===== config.mk =====
export PLATFORM = sky130hd
export DESIGN_NAME = alu_multicycle
export DESIGN_NICKNAME = d
export VERILOG_FILES = /design/src/rtl/alu_multicycle.sv
export SDC_FILE = /design/constraint.sdc
export NUM_CORES = 1
export LEC_CHECK = 0
export BUFFER_PORTS_ARGS = -buffer_cell sky130_fd_sc_hd__buf_2
export CAP_MARGIN = 20
export CELL_PAD_IN_SITES_DETAIL_PLACEMENT = 2
export CELL_PAD_IN_SITES_GLOBAL_PLACEMENT = 2
export CORE_UTILIZATION = 37
export CTS_BUF_LIST = sky130_fd_sc_hd__clkbuf_8
export CTS_CLUSTER_SIZE = 30
export DETAILED_ROUTE_END_ITERATION = 8
export GPL_TIMING_DRIVEN = 0
export PLACE_DENSITY_LB_ADDON = 0.25
export SETUP_SLACK_MARGIN = 0.4
export SLEW_MARGIN = 20
export SYNTH_ARGS = -nofsm -noshare
export SYNTH_HDL_FRONTEND = slang
export SYNTH_SLANG_ARGS = --single-unit

===== constraint.sdc =====
create_clock -name clk_i -period 7 [get_ports clk_i]
set_input_delay 1.4 -clock clk_i [delete_from_list [all_inputs] [get_ports clk_i]]
set_output_delay 1.4 -clock clk_i [all_outputs]
set_load 0.02 [all_outputs]

===== src/rtl/alu_multicycle.sv =====
// Execution-stage ALU: registered single-cycle ops plus an iterative shift-add multiplier.
// Optional build macro ALU_MULHI_EN adds result_hi_o with the upper half of the MUL product.
module alu_multicycle #(
   parameter int WIDTH   = 24,
   parameter int SHAMT_W = 5
) (
   input  logic             clk_i,
   input  logic             rst_ni,
   input  logic             start_i,
   input  logic [3:0]       operation_i,
   input  logic [WIDTH-1:0] a_i,
   input  logic [WIDTH-1:0] b_i,
   output logic [WIDTH-1:0] result_o,
   output logic             zero_o,
   output logic             overflow_o,
   output logic             busy_o,
   output logic             done_o
`ifdef ALU_MULHI_EN
   ,
   output logic [WIDTH-1:0] result_hi_o
`endif
);

   localparam logic [3:0] OP_AND = 4'b0000;
   localparam logic [3:0] OP_OR  = 4'b0001;
   localparam logic [3:0] OP_ADD = 4'b0010;
   localparam logic [3:0] OP_SUB = 4'b1010;
   localparam logic [3:0] OP_SLT = 4'b0011;
   localparam logic [3:0] OP_XOR = 4'b0101;
   localparam logic [3:0] OP_SLL = 4'b0110;
   localparam logic [3:0] OP_MUL = 4'b0100;

   localparam int CNT_W = $clog2(WIDTH);
   localparam logic [CNT_W-1:0] LAST_CNT = CNT_W'(WIDTH - 1);
   localparam logic [SHAMT_W:0] SH_LIMIT = (SHAMT_W + 1)'(WIDTH);

   // With the high half enabled the accumulator keeps the full double-width product.
`ifdef ALU_MULHI_EN
   localparam int ACC_W = 2 * WIDTH;
`else
   localparam int ACC_W = WIDTH;
`endif

   typedef enum logic {
      S_IDLE,
      S_MUL
   } state_e;

   state_e           state_q, state_d;
   logic [CNT_W-1:0] count_q, count_d;
   logic [ACC_W-1:0] mcand_q;
   logic [WIDTH-1:0] mplier_q;
   logic [ACC_W-1:0] acc_q;
   logic [WIDTH-1:0] result_q;
   logic             zero_q;
   logic             ovf_q;
   logic             done_q;
`ifdef ALU_MULHI_EN
   logic [WIDTH-1:0] resultHi_q;
`endif

   logic             accept;
   logic             mulLast;
   logic [WIDTH-1:0] aluRes;
   logic             aluOvf;
   logic [WIDTH-1:0] sum;
   logic [WIDTH-1:0] diff;
   logic [SHAMT_W-1:0] shamt;
   logic [ACC_W-1:0] accNext;

   always_ff @(posedge clk_i) begin
      if (!rst_ni) begin
         state_q <= S_IDLE;
         count_q <= '0;
      end else begin
         state_q <= state_d;
         count_q <= count_d;
      end
   end

   always_comb begin
      state_d = state_q;
      count_d = count_q;
      case (state_q)
         S_IDLE: begin
            if (start_i && (operation_i == OP_MUL)) begin
               state_d = S_MUL;
               count_d = '0;
            end
         end
         S_MUL: begin
            if (count_q == LAST_CNT) begin
               state_d = S_IDLE;
               count_d = '0;
            end else begin
               count_d = count_q + CNT_W'(1);
            end
         end
         default: state_d = S_IDLE;
      endcase
   end

   always_comb begin
      busy_o  = (state_q == S_MUL);
      accept  = (state_q == S_IDLE) && start_i;
      mulLast = (state_q == S_MUL) && (count_q == LAST_CNT);
   end

   // Single-cycle results come straight from the live operands, since they retire on the accepting edge.
   always_comb begin
      aluRes = '0;
      aluOvf = 1'b0;
      sum    = a_i + b_i;
      diff   = a_i - b_i;
      shamt  = b_i[SHAMT_W-1:0];
      case (operation_i)
         OP_AND: aluRes = a_i & b_i;
         OP_OR:  aluRes = a_i | b_i;
         OP_XOR: aluRes = a_i ^ b_i;
         OP_ADD: begin
            aluRes = sum;
            aluOvf = (a_i[WIDTH-1] == b_i[WIDTH-1]) && (sum[WIDTH-1] != a_i[WIDTH-1]);
         end
         OP_SUB: begin
            aluRes = diff;
            aluOvf = (a_i[WIDTH-1] != b_i[WIDTH-1]) && (diff[WIDTH-1] != a_i[WIDTH-1]);
         end
         OP_SLT: aluRes = {{(WIDTH-1){1'b0}}, ($signed(a_i) < $signed(b_i))};
         OP_SLL: aluRes = ({1'b0, shamt} >= SH_LIMIT) ? '0 : (a_i << shamt);
         default: begin
            aluRes = '0;
            aluOvf = 1'b0;
         end
      endcase
   end

   always_comb begin
      accNext = acc_q + (mplier_q[0] ? mcand_q : '0);
   end

   // Result and flags only move on a completion; everything else holds.
   always_ff @(posedge clk_i) begin
      if (!rst_ni) begin
         mcand_q  <= '0;
         mplier_q <= '0;
         acc_q    <= '0;
         result_q <= '0;
         zero_q   <= 1'b1;
         ovf_q    <= 1'b0;
         done_q   <= 1'b0;
`ifdef ALU_MULHI_EN
         resultHi_q <= '0;
`endif
      end else begin
         done_q <= 1'b0;
         if (accept) begin
            if (operation_i == OP_MUL) begin
               mcand_q  <= ACC_W'(a_i);
               mplier_q <= b_i;
               acc_q    <= '0;
            end else begin
               result_q <= aluRes;
               zero_q   <= (aluRes == '0);
               ovf_q    <= aluOvf;
               done_q   <= 1'b1;
            end
         end else if (state_q == S_MUL) begin
            acc_q    <= accNext;
            mcand_q  <= mcand_q << 1;
            mplier_q <= mplier_q >> 1;
            if (mulLast) begin
               result_q <= accNext[WIDTH-1:0];
               zero_q   <= (accNext[WIDTH-1:0] == '0);
               ovf_q    <= 1'b0;
               done_q   <= 1'b1;
`ifdef ALU_MULHI_EN
               resultHi_q <= accNext[ACC_W-1:WIDTH];
`endif
            end
         end
      end
   end

   assign result_o   = result_q;
   assign zero_o     = zero_q;
   assign overflow_o = ovf_q;
   assign done_o     = done_q;
`ifdef ALU_MULHI_EN
   assign result_hi_o = resultHi_q;
`endif

endmodule


# Yosys cells after proc, flatten, opt, wreduce, memory -nomap -nowiden
# Cells that the tools add are included.
# Widths: inputs -> output; s select.
dict set report classes {
  eq_ne 15
  bitwise_logic 4
  addsub 4
  shift 1
  n_mux 35
  magnitude_cmp 2
  n_reduce_logical 12
}
# operator count
set op_table {}
lappend op_table {{$mux 24} 15}
lappend op_table {{$pmux 24 s7} 1}
lappend op_table {{$add 24x24->24} 2}
lappend op_table {{$logic_not 24->1} 2}
lappend op_table {{$and 24x24->24} 1}
lappend op_table {{$lt 24x24->1} 1}
lappend op_table {{$or 24x24->24} 1}
lappend op_table {{$shl 24x5->24} 1}
lappend op_table {{$sub 24x24->24} 1}
lappend op_table {{$xor 24x24->24} 1}
lappend op_table {{$mux 1} 14}
lappend op_table {{$eq 4x3->1 const B} 3}
lappend op_table {{$mux 5} 2}
lappend op_table {{$pmux 5 s2} 1}
lappend op_table {{$eq 4x2->1 const B} 2}
lappend op_table {{$add 5x1->5 const B} 1}
lappend op_table {{$eq 5x5->1 const B} 1}
lappend op_table {{$ge 5x5->1 const B} 1}
lappend op_table {{$logic_and 1x1->1} 5}
lappend op_table {{$eq 4x1->1 const B} 1}
lappend op_table {{$eq 4x4->1 const B} 1}
lappend op_table {{$logic_not 4->1} 1}
lappend op_table {{$ne 2x2->1 const B} 2}
lappend op_table {{$pmux 1 s2} 2}
lappend op_table {{other kinds (7)} 10}
dict set report word_totals {
  regBits 105
  out_inout_bits 28
  inputBits 55
}

# Logic depth before layout (Yosys ltp)
# Gate-level depths: netlist of the first run.
dict set report logic_depth {
  ltp_word 6
  mapped_depth 16
}

# Worst setup path before layout of the first run
# OpenSTA, ideal clock, no wires.
dict set report synth_path {
  kind {input-to-reg}
  start {in b_i[2]}
  end {reg zero_q, in the netlist zero_o}
  arrival_ps 5406
  slack_ps 1531
  required_ps 6937
  stages 15
  cell_sequence {clkinv_1 -> buf_1 -> clkbuf_1 -> ha_1 -> o21bai_1 -> a2111oi_2 -> a21oi_1 -> a311oi_2 -> o22ai_1 -> mux2_1 -> a211oi_2 -> nand4_1 -> or4_1 -> or4_1 -> nand3_1}
}
dict set report synth_between {
  elab_chain_len 6
  elab_cells_between_ends 13
}
# item line
set synth_rtl {}
lappend synth_rtl {{from (decl)} 12} ;# input logic [WIDTH-1:0] b_i,
lappend synth_rtl {{parallel branches: the longest is 2 deep, another holds $sub 24x24->24} -}
lappend synth_rtl {{$pmux 24 s7 (*)} 116} ;# case (operation_i)
lappend synth_rtl {{$logic_not 24->1 (*)} 163} ;# zero_q <= (aluRes == '0);
lappend synth_rtl {{$mux 1 (*)} 157} ;# if (operation_i == OP_MUL) begin
lappend synth_rtl {{$mux 1 (*)} 156} ;# if (accept) begin
lappend synth_rtl {{to (signal assigned)} 163}
lappend synth_rtl {{to (signal assigned)} 173} ;# zero_q <= (accNext[WIDTH-1:0] == '0);
lappend synth_rtl {{to (decl)} 55} ;# logic zero_q;
# Every way passes the cells marked *. The select of a mux whose other input is x is not followed.
# A chain may end at the register's enable or synchronous reset.

# Worst setup path in the final report of the first run
dict set report layout_path {
  start {in b_i[3]}
  end {reg zero_q, in the netlist zero_o}
}
# Same word-level chain as after synthesis.

==> metrics.md, run 1 <==
| Metric | Value |
|---|---|
| CTS max path bufs | 2 |
| First-pass GRT wire length | 80.2 mm |
| HP Class | flop to flop |
| Status | completed |
| CP startpoint | b_i[3] |
| Critical Path End | zero_o |
| Final setup margin | 486 ps |
| Dpl ws | -515 ps |
| Routed Antenna Nets | 0 |
| Worst r2r dst | zero_o |
| Final Core Density | 41.6% |
| Post-synth top area cell | dfxtp_1 |
| Worst R2R Setup Slack | 1790 ps |
| Count of different cell masters after synthesis | 84 |
| Area Overhead vs Synth | 10.7% |
| NumNets Final | about 1700 |
| Final Wtd Congestion | 0.963 |
| CTS H-tree lvls | 3 |
| Leak | slightly below 5 nW |
| CTS Hold Bufs | 0 |
| Final Hold Viols | 0 |
| Cell row count | slightly above 60 |
| Clock latency on the worst-skew pair | 470 ps |
| Antenna cells | 0 |
| Tcrit/Tclk final | between 90 and 100% |
| PortBufs | 82 |
| Num CTS Buffers | 9 |
| Worst R2R Path Depth | 14 |
| Remaining global-route overflow | 0 |
| Synthesized instance count | 1439 |
| CP endpoint kind | flop |
| Via count | around 12000 |
| FMAX | 154 MHz |
| Path type of the worst setup path | primary input to flop |
| Met2 usage in global routing | 60.6% |
| Worst-margin pin slew | between 1000 and 1500 ps |
| Vias/cell | 6.36 |
| Clk slew on worst S/H paths | 100 ps |
| Post-Syn Area per Cell | about 7.5 um^2 |
| Max-cap violation count | 0 |
| Number of synthesized flops with an enable pin | 0 |
| Global route hottest layer | met2 |
| CP required | 7390 ps |
| Pin count of the biggest net entering global routing | 19 |
| Core Area | about 29000 um^2 |
| CTS tree | yes |
| Top-area cell type share of the netlist area | between 10% and 20% |
| GR Util met1 | about 43% |
| Power density over the cells | ~140 nW/um^2 |
| Crit path max fanout | 11 |
| Iteration-0 DRC Markers | 810 |
| Final hold slack | ~460 ps |
| Peak supply drop | 0.0849 mV |
| Setup violators final | 0 |
| Clk sink count | 105 |
| First-pass DRT Iterations | 5 |
| TNS Setup | 0 ps |
| Root buffer cell | clkbuf_8 |
| Post-DR wirelength/cell | about 28 um |
| Initial core utilization | 37.6% |
| Die span in y | 173 um |
| Share of layout cells above drive strength 1 | a little under an eighth |
| RSZ-0062 raised after global routing | false |
| Yosys warnings | 0 |
| Final Max Slew Viols | 0 |
| Register area share after synthesis | 19.5% |
| Setup crit start kind | primary input |
| Final WL | around 53 mm |
| Post-synth ARST share | 0% |
| Flops & latches, synth | 105 |
| Mapped Area | approximately 11000 um^2 |
| Main synth FF type | dfxtp_1 |
| HPWL after DPL | 42.3 mm |
| Worst slew margin | a little under a quarter |
| Reg-to-Reg Start | mplier_q[0] |
| # IOs | 83 |
| Met3 Track Usage GR | approximately 6.6% |
| All-Layer GR Usage | 35.6% |
| Post-synth net total | 1601 |
| Number of global-route vias before repair | 13000 |
| Initial antenna violation count | 0 |
| Chip width | between 150 and 200 um |
| DRC Markers | 0 |
| WP data arrival | about 6900 ps |
| Die area | 29900 um^2 |
| Top post-synthesis cells by area | dfxtp_1 19%, ha_1 12%, nor2_1 6.1% |
| Period minus WS final | about 6500 ps |
| Setup Skew | 48.4 ps |
sequential cells by signal, indices dropped and copies added, names as in the netlist:
name	count
acc_q	24
busy_o	1
count_q	5
done_o	1
mcand_q	24
mplier_q	24
overflow_o	1
result_o	24
zero_o	1
worst min path at each step:
stage / from / to / cells past startpoint
6_report: result_o[21] / result_o[21] / 2
5_1_grt: result_o[14] / result_o[14] / 2
4_1_cts: result_o[21] / result_o[21] / 2
3_5_place_dp: result_o[2] / result_o[2] / 2
3_3_place_gp: result_o[14] / result_o[14] / 2
2_1_floorplan: mplier_q[23] / mplier_q[23] / 2
timing repair:
item / in CTS / in global routing
pin swaps: 0 / 1
buffers inserted: 0 / 0
gates resized for setup: 5 / 7
setup endpoints to repair: 1 / 1
kinds of logic after synthesis:
kind of cell / synth area share [%]
flops: 19.5
mux: 7.35
simple gates: 23.2
buf+inv: 6.87
compound gates: 28.3
xor+xnor: 2.19
fa+ha+maj: 12.6
cell usage in the layout (no fill, tap or decap), drive strengths merged, types with 11 or more instances in the layout:
| cell type | netlist | final |
|---|---|---|
| a211oi | 26 | 26 |
| buf | 17 | 101 |
| ha | 104 | 104 |
| a21o | 17 | 17 |
| nor3 | 31 | 31 |
| o211ai | 68 | 68 |
| and2 | 33 | 33 |
| inv | 87 | 91 |
| nor2 | 174 | 174 |
| dfxtp | 105 | 105 |
| nor2b | 12 | 12 |
| nand3 | 31 | 31 |
| mux2i | 23 | 23 |
| nand2 | 129 | 129 |
| a22oi | 32 | 32 |
| nor4 | 14 | 14 |
| a221oi | 12 | 12 |
| o22ai | 13 | 13 |
| and3 | 11 | 11 |
| nand2b | 19 | 19 |
| mux4 | 22 | 22 |
| clkbuf | 83 | 92 |
| a21oi | 83 | 83 |
| xnor2 | 22 | 22 |
| o21ai | 85 | 85 |
area by class of cell:
| cell class | instances | area, um^2 |
|---|---|---|
| Tap cell | 384 | 480 |
| Inverter | 89 | 338 |
| Clock inverter | 7 | 53.8 |
| Sequential cell | 105 | 2100 |
| Fill cell | 3454 | 16800 |
| Multi-Input combinational cell | 1145 | 8020 |
| Clock buffer | 9 | 124 |
| Buffer | 100 | 410 |
| Timing Repair Buffer | 84 | 423 |
power by group:
group / internal, W / leakage, nW / switching (W)
Sequential: 0.000618 / 0.852 / 0.0000135
Clock: 0.000133 / 0.0933 / 0.000270
Combinational: 0.000203 / 3.93 / 0.000437
Total: 0.000954 / 4.88 / 0.000721
worst max-delay path: stages:
cell and delay (ps):
buf_2 120, clkbuf_1 460, clkinvlp_4 480, ha_1 380, buf_2 180, nor3_1 330, a2111oi_4 150, a21oi_1 410
a311oi_2 250, o22ai_1 430, mux2_1 420, a211oi_4 470, nand4_1 170, or4_1 520, or4_1 590, nand3_1 120
layer usage:
metal	vias to the layer above	share of wire (%)	routed length [um]
met3	129	6.3	3360
li1	5453	-	-
met4	0	4.3	2290
met1	6195	42	22300
met5	-	0	0
met2	445	48	25500
Yosys cell counts, types with 7 or more instances:
cell type,number
nand4_1,9
nand3_1,31
nor3b_1,7
mux2i_1,23
xnor2_1,22
or4_1,7
dfxtp_1,105
o21ai_0,82
nand2b_1,19
a21o_1,17
a311oi_1,7
o31ai_1,9
mux4_2,22
a211oi_1,24
nor4_1,14
a31oi_1,8
a221o_1,8
inv_1,86
and3_1,11
a21oi_1,83
and2_1,33
a221oi_1,11
nor2b_1,12
or3_1,7
clkbuf_1,83
o22ai_1,13
nor2_1,174
nand2_1,129
o21bai_1,9
ha_1,104
buf_2,8
nor3_1,31
a22oi_1,32
o211ai_1,68
nand3b_1,10
stage by stage:
stage                     instance area [um^2]  total power (W)  instances
after floorplan                          10800          0.00101       1439
after global placement                   11700          0.00124       1905
after detailed placement                 11700          0.00125       1907
after CTS                                11900          0.00166       1923
after global routing                     11900          0.00174       1923
final                                    11900          0.00167       1923
(Power assumes the default switching activity.)
==> inputs of run 2 (changes only) <==
Settings changed: PLACE_DENSITY_LB_ADDON 0.25 to 0.1.
==> run 2 against run 1 <==
Compared with the run above: setup slack gained 31 ps; first-iteration DRC count increased by 26%; routed wire length shrank 0.50%; design area is 0.23% higher; register-to-register slack got worse by 30 ps; core utilization up 0.096 points; fmax is 0.47% higher; sequential power barely moved; combinational power about the same; power rose by 1.3%.
==> metrics.md, run 2 (synthesized netlist as in run 1, its figures left out) <==
| Metric | Value |
|---|---|
| PortBufs | 82 |
| Remaining global-route overflow | 0 |
| Final Hold Viols | 0 |
| Post-CTS Setup Repair Bufs | 0 |
| Worst-margin pin slew | between 1000 and 1500 ps |
| Power density over the cells | 142 nW/um^2 |
| Antenna cells | 0 |
| Sw frac | around 43% |
| Setup violators final | 0 |
| Largest stage delay, worst path | roughly 600 ps |
| CP max-delay cell | or4_1 |
| Post-DR wirelength/cell | roughly 28 um |
| Clk sink count | 105 |
| Part of the power in the clock network | 25.2% |
| Clk slew on worst S/H paths | 110 ps |
| All-Layer GR Usage | 35.5% |
| WP data arrival | roughly 7000 ps |
| HP Class | flop to flop |
| CTS Hold Bufs | 0 |
| Final instance area | 12000 um^2 |
| Most frequent cells in the layout | 174 x nor2_1, 129 x nand2_1, 105 x dfxtp_1, 103 x ha_1, 90 x buf_2 |
| Period minus WS final | 6480 ps |
| Area Overhead vs Synth | 11.0% |
| Max-cap violation count | 0 |
| Setup Skew | approximately 22 ps |
| Dpl ws | -562 ps |
| First-pass DRT Iterations | 6 |
| Peak supply drop | 0.0913 mV |
| Path type of the worst setup path | primary input to flop |
| DRC Markers | 0 |
| Commonest non-fill, non-tap cell in the layout | nor2_1 |
| Initial antenna violation count | 1 |
| Share of layout cells above drive strength 1 | 11.4% |
| Iteration-0 DRC Markers | 1021 |
| Final Max Slew Viols | 0 |
| Status | completed |
| Crit path max fanout | 11 |
| TNS Setup | 0 ps |
| Clock latency on the worst-skew pair | 450 ps |
| RSZ-0062 raised after global routing | false |
| Placed cell areas | 11700 um^2 |
| CP required | 7380 ps |
| Routed Antenna Nets | 0 |
| Via count | 12000 |
| CTS tree | yes |
| Post-CTS Resized | 7 |
| Setup crit start kind | primary input |
| Worst path cell trace | buf_2, clkinv_1, clkbuf_2, clkbuf_2, ha_2, o21bai_1, a2111oi_4, a21oi_1, a311oi_2, o22ai_1, mux2_1, a211oi_4, nand4_1, or4_1, or4_1, nand3_1 |
| NumNets Final | approximately 1700 |
| Comb power frac | 37.6% |
| Vias/cell | about 6.3 |
| Final WL | roughly 53 mm |
| Pin count of the biggest net entering global routing | 20 |
| Tcrit/Tclk final | 92.6% |
| CP endpoint kind | flop |
| Layout fillers | roughly 3500 |
| First-pass GRT wire length | 79.8 mm |
| Worst slew margin | 27.5% |
| Chip width | around 170 um |
| Die area | 29900 um^2 |
| CTS H-tree lvls | 3 |
| Root buffer cell | clkbuf_8 |
| FMAX | between 150 and 200 MHz |
| Net Sw Power | 0.000728 W |
| Leak | 4.88 nW |
| Cell row count | 62 |
| HPWL after DPL | 42.7 mm |
| Die span in y | 173 um |
| Final setup margin | 517 ps |
| Internal power | slightly below 0.001 W |
| Initial core utilization | 37.6% |
| Num CTS Buffers | 9 |
| # IOs | 83 |
| Final Wtd Congestion | 0.963 |
| Core Area | 28700 um^2 |
| Seq pwr share | 37.2% |
| Pwr Total | 0.00170 W |
| CTS max path bufs | 2 |
| Number of global-route vias before repair | 12500 |
==> run 2: area by class of cell <==
| class | count | area [um^2] | area share [%] |
|---|---|---|---|
| multi-input combinational | 1145 | 8030 | 67.0 |
| timing repair buffer | 83 | 422 | 3.52 |
| buffer | 100 | 410 | 3.43 |
| clock inverter | 6 | 57.6 | 0.481 |
| clock buffer | 10 | 138 | 1.15 |
| sequential | 105 | 2100 | 17.6 |
| inverter | 89 | 338 | 2.82 |
| tap | 384 | 480 | 4.01 |
==> run 2: worst paths after layout <==
| check | startpoint | to | slack [ps] | cells after the start |
|---|---|---|---|---|
| worst max register to register | mplier_q[0] | zero_o | 1760 | 14 |
| worst min register to register | result_o[21] | result_o[21] | 470 | 2 |
| worst max-delay path | b_i[2] | zero_o | 520 | 16 |
| worst min-delay path | result_o[21] | result_o[21] | 470 | 2 |
==> run 2: metal layers <==
layer | GRT usage [%] | up-vias | part of all wire (%)
li1 | - | 5451 | -
met1 | 45.6 | 6037 | 44
met2 | 61.0 | 414 | 48
met3 | 3.78 | 112 | 4.9
met4 | 13.5 | 2 | 3.7
met5 | 0 | - | 0.024
==> run 2: worst max-delay path, delay by kind of cell <==
family / cells / cell delay [ps]
simple gates: 4 / 1390
compound gates: 6 / 1970
fa+ha+maj: 1 / 520
buf+inv: 4 / 1150
mux: 1 / 410
==> run 2: power by group through the flow <==
stage / Sequential, W / Combinational [W] / Clock, W
2_1_floorplan: 0.000652 / 0.000362 / 0
3_3_place_gp: 0.000644 / 0.000597 / 0
3_5_place_dp: 0.000645 / 0.000611 / 0
4_1_cts: 0.000631 / 0.000619 / 0.000439
5_1_grt: 0.000634 / 0.000676 / 0.000457
6_report: 0.000631 / 0.000639 / 0.000427
==> run 2: per-stage QoR <==
step	hold WS (ps)	utilization, %	instances
after floorplan	454	-	1439
after global placement	438	40.7	1905
after detailed placement	458	40.8	1906
after CTS	475	41.6	1922
after global routing	489	41.7	1922
final	465	41.7	1922
==> inputs of run 3 (changes only) <==
Settings changed: ABC_AREA from default to 1, CORE_UTILIZATION 37 to 33.
==> run 3 against run 2 <==
Compared with the run above: register-to-register slack improved by 1400 ps; worst hold slack improved by 6.8 ps; clock skew increased by 11 ps; synthesized area is 8.7% higher; clock power decreased by 7.0%; setup slack improved by 1800 ps; critical endpoint unchanged; core utilization shrank 4.7 points; via count rose by 22%.
==> metrics.md, run 3 <==
| Metric | Value |
|---|---|
| TNS Setup | 0 ps |
| Reg-to-Reg Start | mplier_q[0] |
| Final Wtd Congestion | 0.946 |
| Top-area cell type share of the netlist area | between 20% and 30% |
| Worst Hold Endpoint | result_o[13] |
| Leak | 6.63 nW |
| Power density over the cells | 133 nW/um^2 |
| CTS Hold Bufs | 0 |
| Clk sink count | roughly 110 |
| Dpl ws | just over 2000 ps |
| RSZ-0062 raised after global routing | false |
| Mapped Area | roughly 12000 um^2 |
| Die span in y | approximately 190 um |
| PortBufs | about 80 |
| All-Layer GR Usage | about a third |
| CTS tree | yes |
| Worst slew margin | 40.3% |
| Remaining global-route overflow | 0 |
| # IOs | 83 |
| Cell row count | approximately 70 |
| Register area share after synthesis | 17.9% |
| Post-Syn Area per Cell | between 5 and 6 um^2 |
| Setup crit start kind | primary input |
| Yosys warnings | 0 |
| Clk slew on worst S/H paths | 110 ps |
| Status | completed |
| Number of global-route vias before repair | 15300 |
| Count of different cell masters after synthesis | 45 |
| CP most frequent cell | nand2_1 |
| Worst R2R Setup Slack | 3200 ps |
| Final setup margin | 2360 ps |
| Top sig layer | met4 |
| Synthesized instance count | about 2100 |
| Chip width | around 190 um |
| Tcrit/Tclk final | about 66% |
| Post-DR wirelength/cell | 23.9 um |
| Top post-synthesis cells by area | nand2_1 22%, dfxtp_1 18%, ha_1 11% |
| Routed Antenna Nets | 0 |
| Vias/cell | between 5 and 6 |
| First-pass GRT wire length | around 93 mm |
| HP Start | result_o[13] |
| CP endpoint kind | flop |
| Num CTS Buffers | 9 |
| Post-CTS Setup Repair Bufs | 0 |
| Pin count of the biggest net entering global routing | 20 |
| Post-synth net total | 2217 |
| NumNets Final | 2310 |
| Core Area | roughly 35000 um^2 |
| Most frequent cells after synthesis | 675 x nand2_1, 227 x nand3_1, 209 x inv_1 |
| Largest stage delay, worst path | approximately 500 ps |
| Pwr Total | about 0.0017 W |
| Iteration-0 DRC Markers | 846 |
| Antenna cells | 0 |
| Initial core utilization | 33.7% |
| Period minus WS final | 4640 ps |
| Final WL | slightly above 60 mm |
| Post-synth top area cell | nand2_1 |
| CP max-delay cell | clkbuf_1 |
| Commonest non-fill, non-tap cell in the layout | nand2_1 |
| Path type of the worst setup path | primary input to flop |
| Area Overhead vs Synth | 9.92% |
| Die area | between 30000 and 40000 um^2 |
| Share of layout cells above drive strength 1 | 9.94% |
| Met1 WL | 28.3 mm |
| Via count | 14600 |
| CP required | around 7400 ps |
| Post-synth ARST share | 0% |
| Crit path max fanout | 11 |
| WHS Path Cells | 2 |
| Most common cell in the synthesized netlist | nand2_1 |
| HP Class | flop to flop |
| Setup Skew | 33.6 ps |
| Clock latency on the worst-skew pair | 450 ps |
| Worst r2r dst | zero_o |
| Number of synthesized flops with an enable pin | 0 |
| Worst R2R Path Depth | 18 |
| FMAX | 216 MHz |
| Main synth FF type | dfxtp_1 |
| WL met3 | about 2.6 mm |
| Final Hold Viols | 0 |
| Initial antenna violation count | 0 |
| Peak supply drop | 0.0827 mV |
| DRC Markers | 0 |
| CTS H-tree lvls | 3 |
| Flops & latches, synth | roughly 110 |
| Worst path cell trace | buf_2, inv_1, clkbuf_1, ha_1, buf_4, nor2_1, nand2_1, inv_1, nand2_1, nand2_1, nand2_1, nand3_1, nand4_1, nor2_1, nand2_1, nor2_1, nand3_1, nor2_1, nand2_1, nand2_1, nand2_1, nand2_1 |
| Most frequent cells in the layout | 675 x nand2_1, 227 x nand3_1, 209 x inv_1, 151 x a21oi_1, 136 x nor2_1 |
| CTS max path bufs | 2 |
| Post-CTS Resized | 0 |
| WP data arrival | 5000 ps |
| HPWL after DPL | roughly 53 mm |
| Root buffer cell | clkbuf_8 |
| Worst-margin pin slew | 889 ps |
| Max-cap violation count | 0 |
| Setup violators final | 0 |
| Met2 wire length | 29.4 mm |
| First-pass DRT Iterations | 7 |
| Final Max Slew Viols | 0 |
[run 3: changes by cell type in the layout (fill, tap and decap cells not counted), sizes merged, moves of 42 or more]
cell and delta:
o211ai -51, a21oi +69, inv +161, nand2 +553
nand3 +199, a31oi +42
[run 3: critical path, delay by kind of cell]
family	cells	cell delay [ps]
buf+inv	5	1060
simple gates	16	2190
fa+ha+maj	1	350
[run 3: stage by stage]
stage          area, um^2  hold slack, ps  utilization [%]  std cells
2_1_floorplan       11700             441                -       2055
3_3_place_gp        12700             453             36.5       2592
3_5_place_dp        12700             462             36.5       2592
4_1_cts             12900             478             37.1       2608
5_1_grt             12900             496             37.1       2608
6_report            12900             472             37.1       2608
[run 3: logic make-up after synthesis]
family	Yosys count	share of synthesized area, %
AOI/OAI and AO/OA	356	17.0
xor gates and xnor gates	17	1.27
adders and majority gates	107	11.6
buffers and inverters	349	11.9
DFF	105	17.9
and+or+nand+nor	1121	40.3
[run 3: worst max path at each step]
stage | endpoint | from | slack [ps]
after global routing | zero_o | b_i[3] | 2160
after global placement | zero_o | b_i[3] | 2140
final | zero_o | b_i[3] | 2360
after detailed placement | zero_o | b_i[3] | 2040
after CTS | zero_o | b_i[3] | 2480
after floorplan | zero_o | b_i[2] | 3450
[run 3: final cells by class]
cell class,count,area (um^2)
Multi-Input combinational cell,1601,8230
Sequential cell,105,2100
Fill cell,4539,21900
Clock inverter,7,60.1
Inverter,255,957
Tap cell,455,569
Timing Repair Buffer,82,410
Buffer,94,438
Clock buffer,9,124
[run 3: metal layers]
metal / track usage, % / vias to the layer above
met3: 2.96 / 91
met2: 58.1 / 347
met4: 12.5 / 0
met1: 45.7 / 7285
li1: - / 6877
met5: 0 / -
[run 3: report_power, final]
| group | switching (W) | internal (W) |
|---|---|---|
| clock network | 0.000261 | 0.000136 |
| registers | 0.0000135 | 0.000619 |
| logic | 0.000503 | 0.000185 |
| total | 0.000778 | 0.000939 |
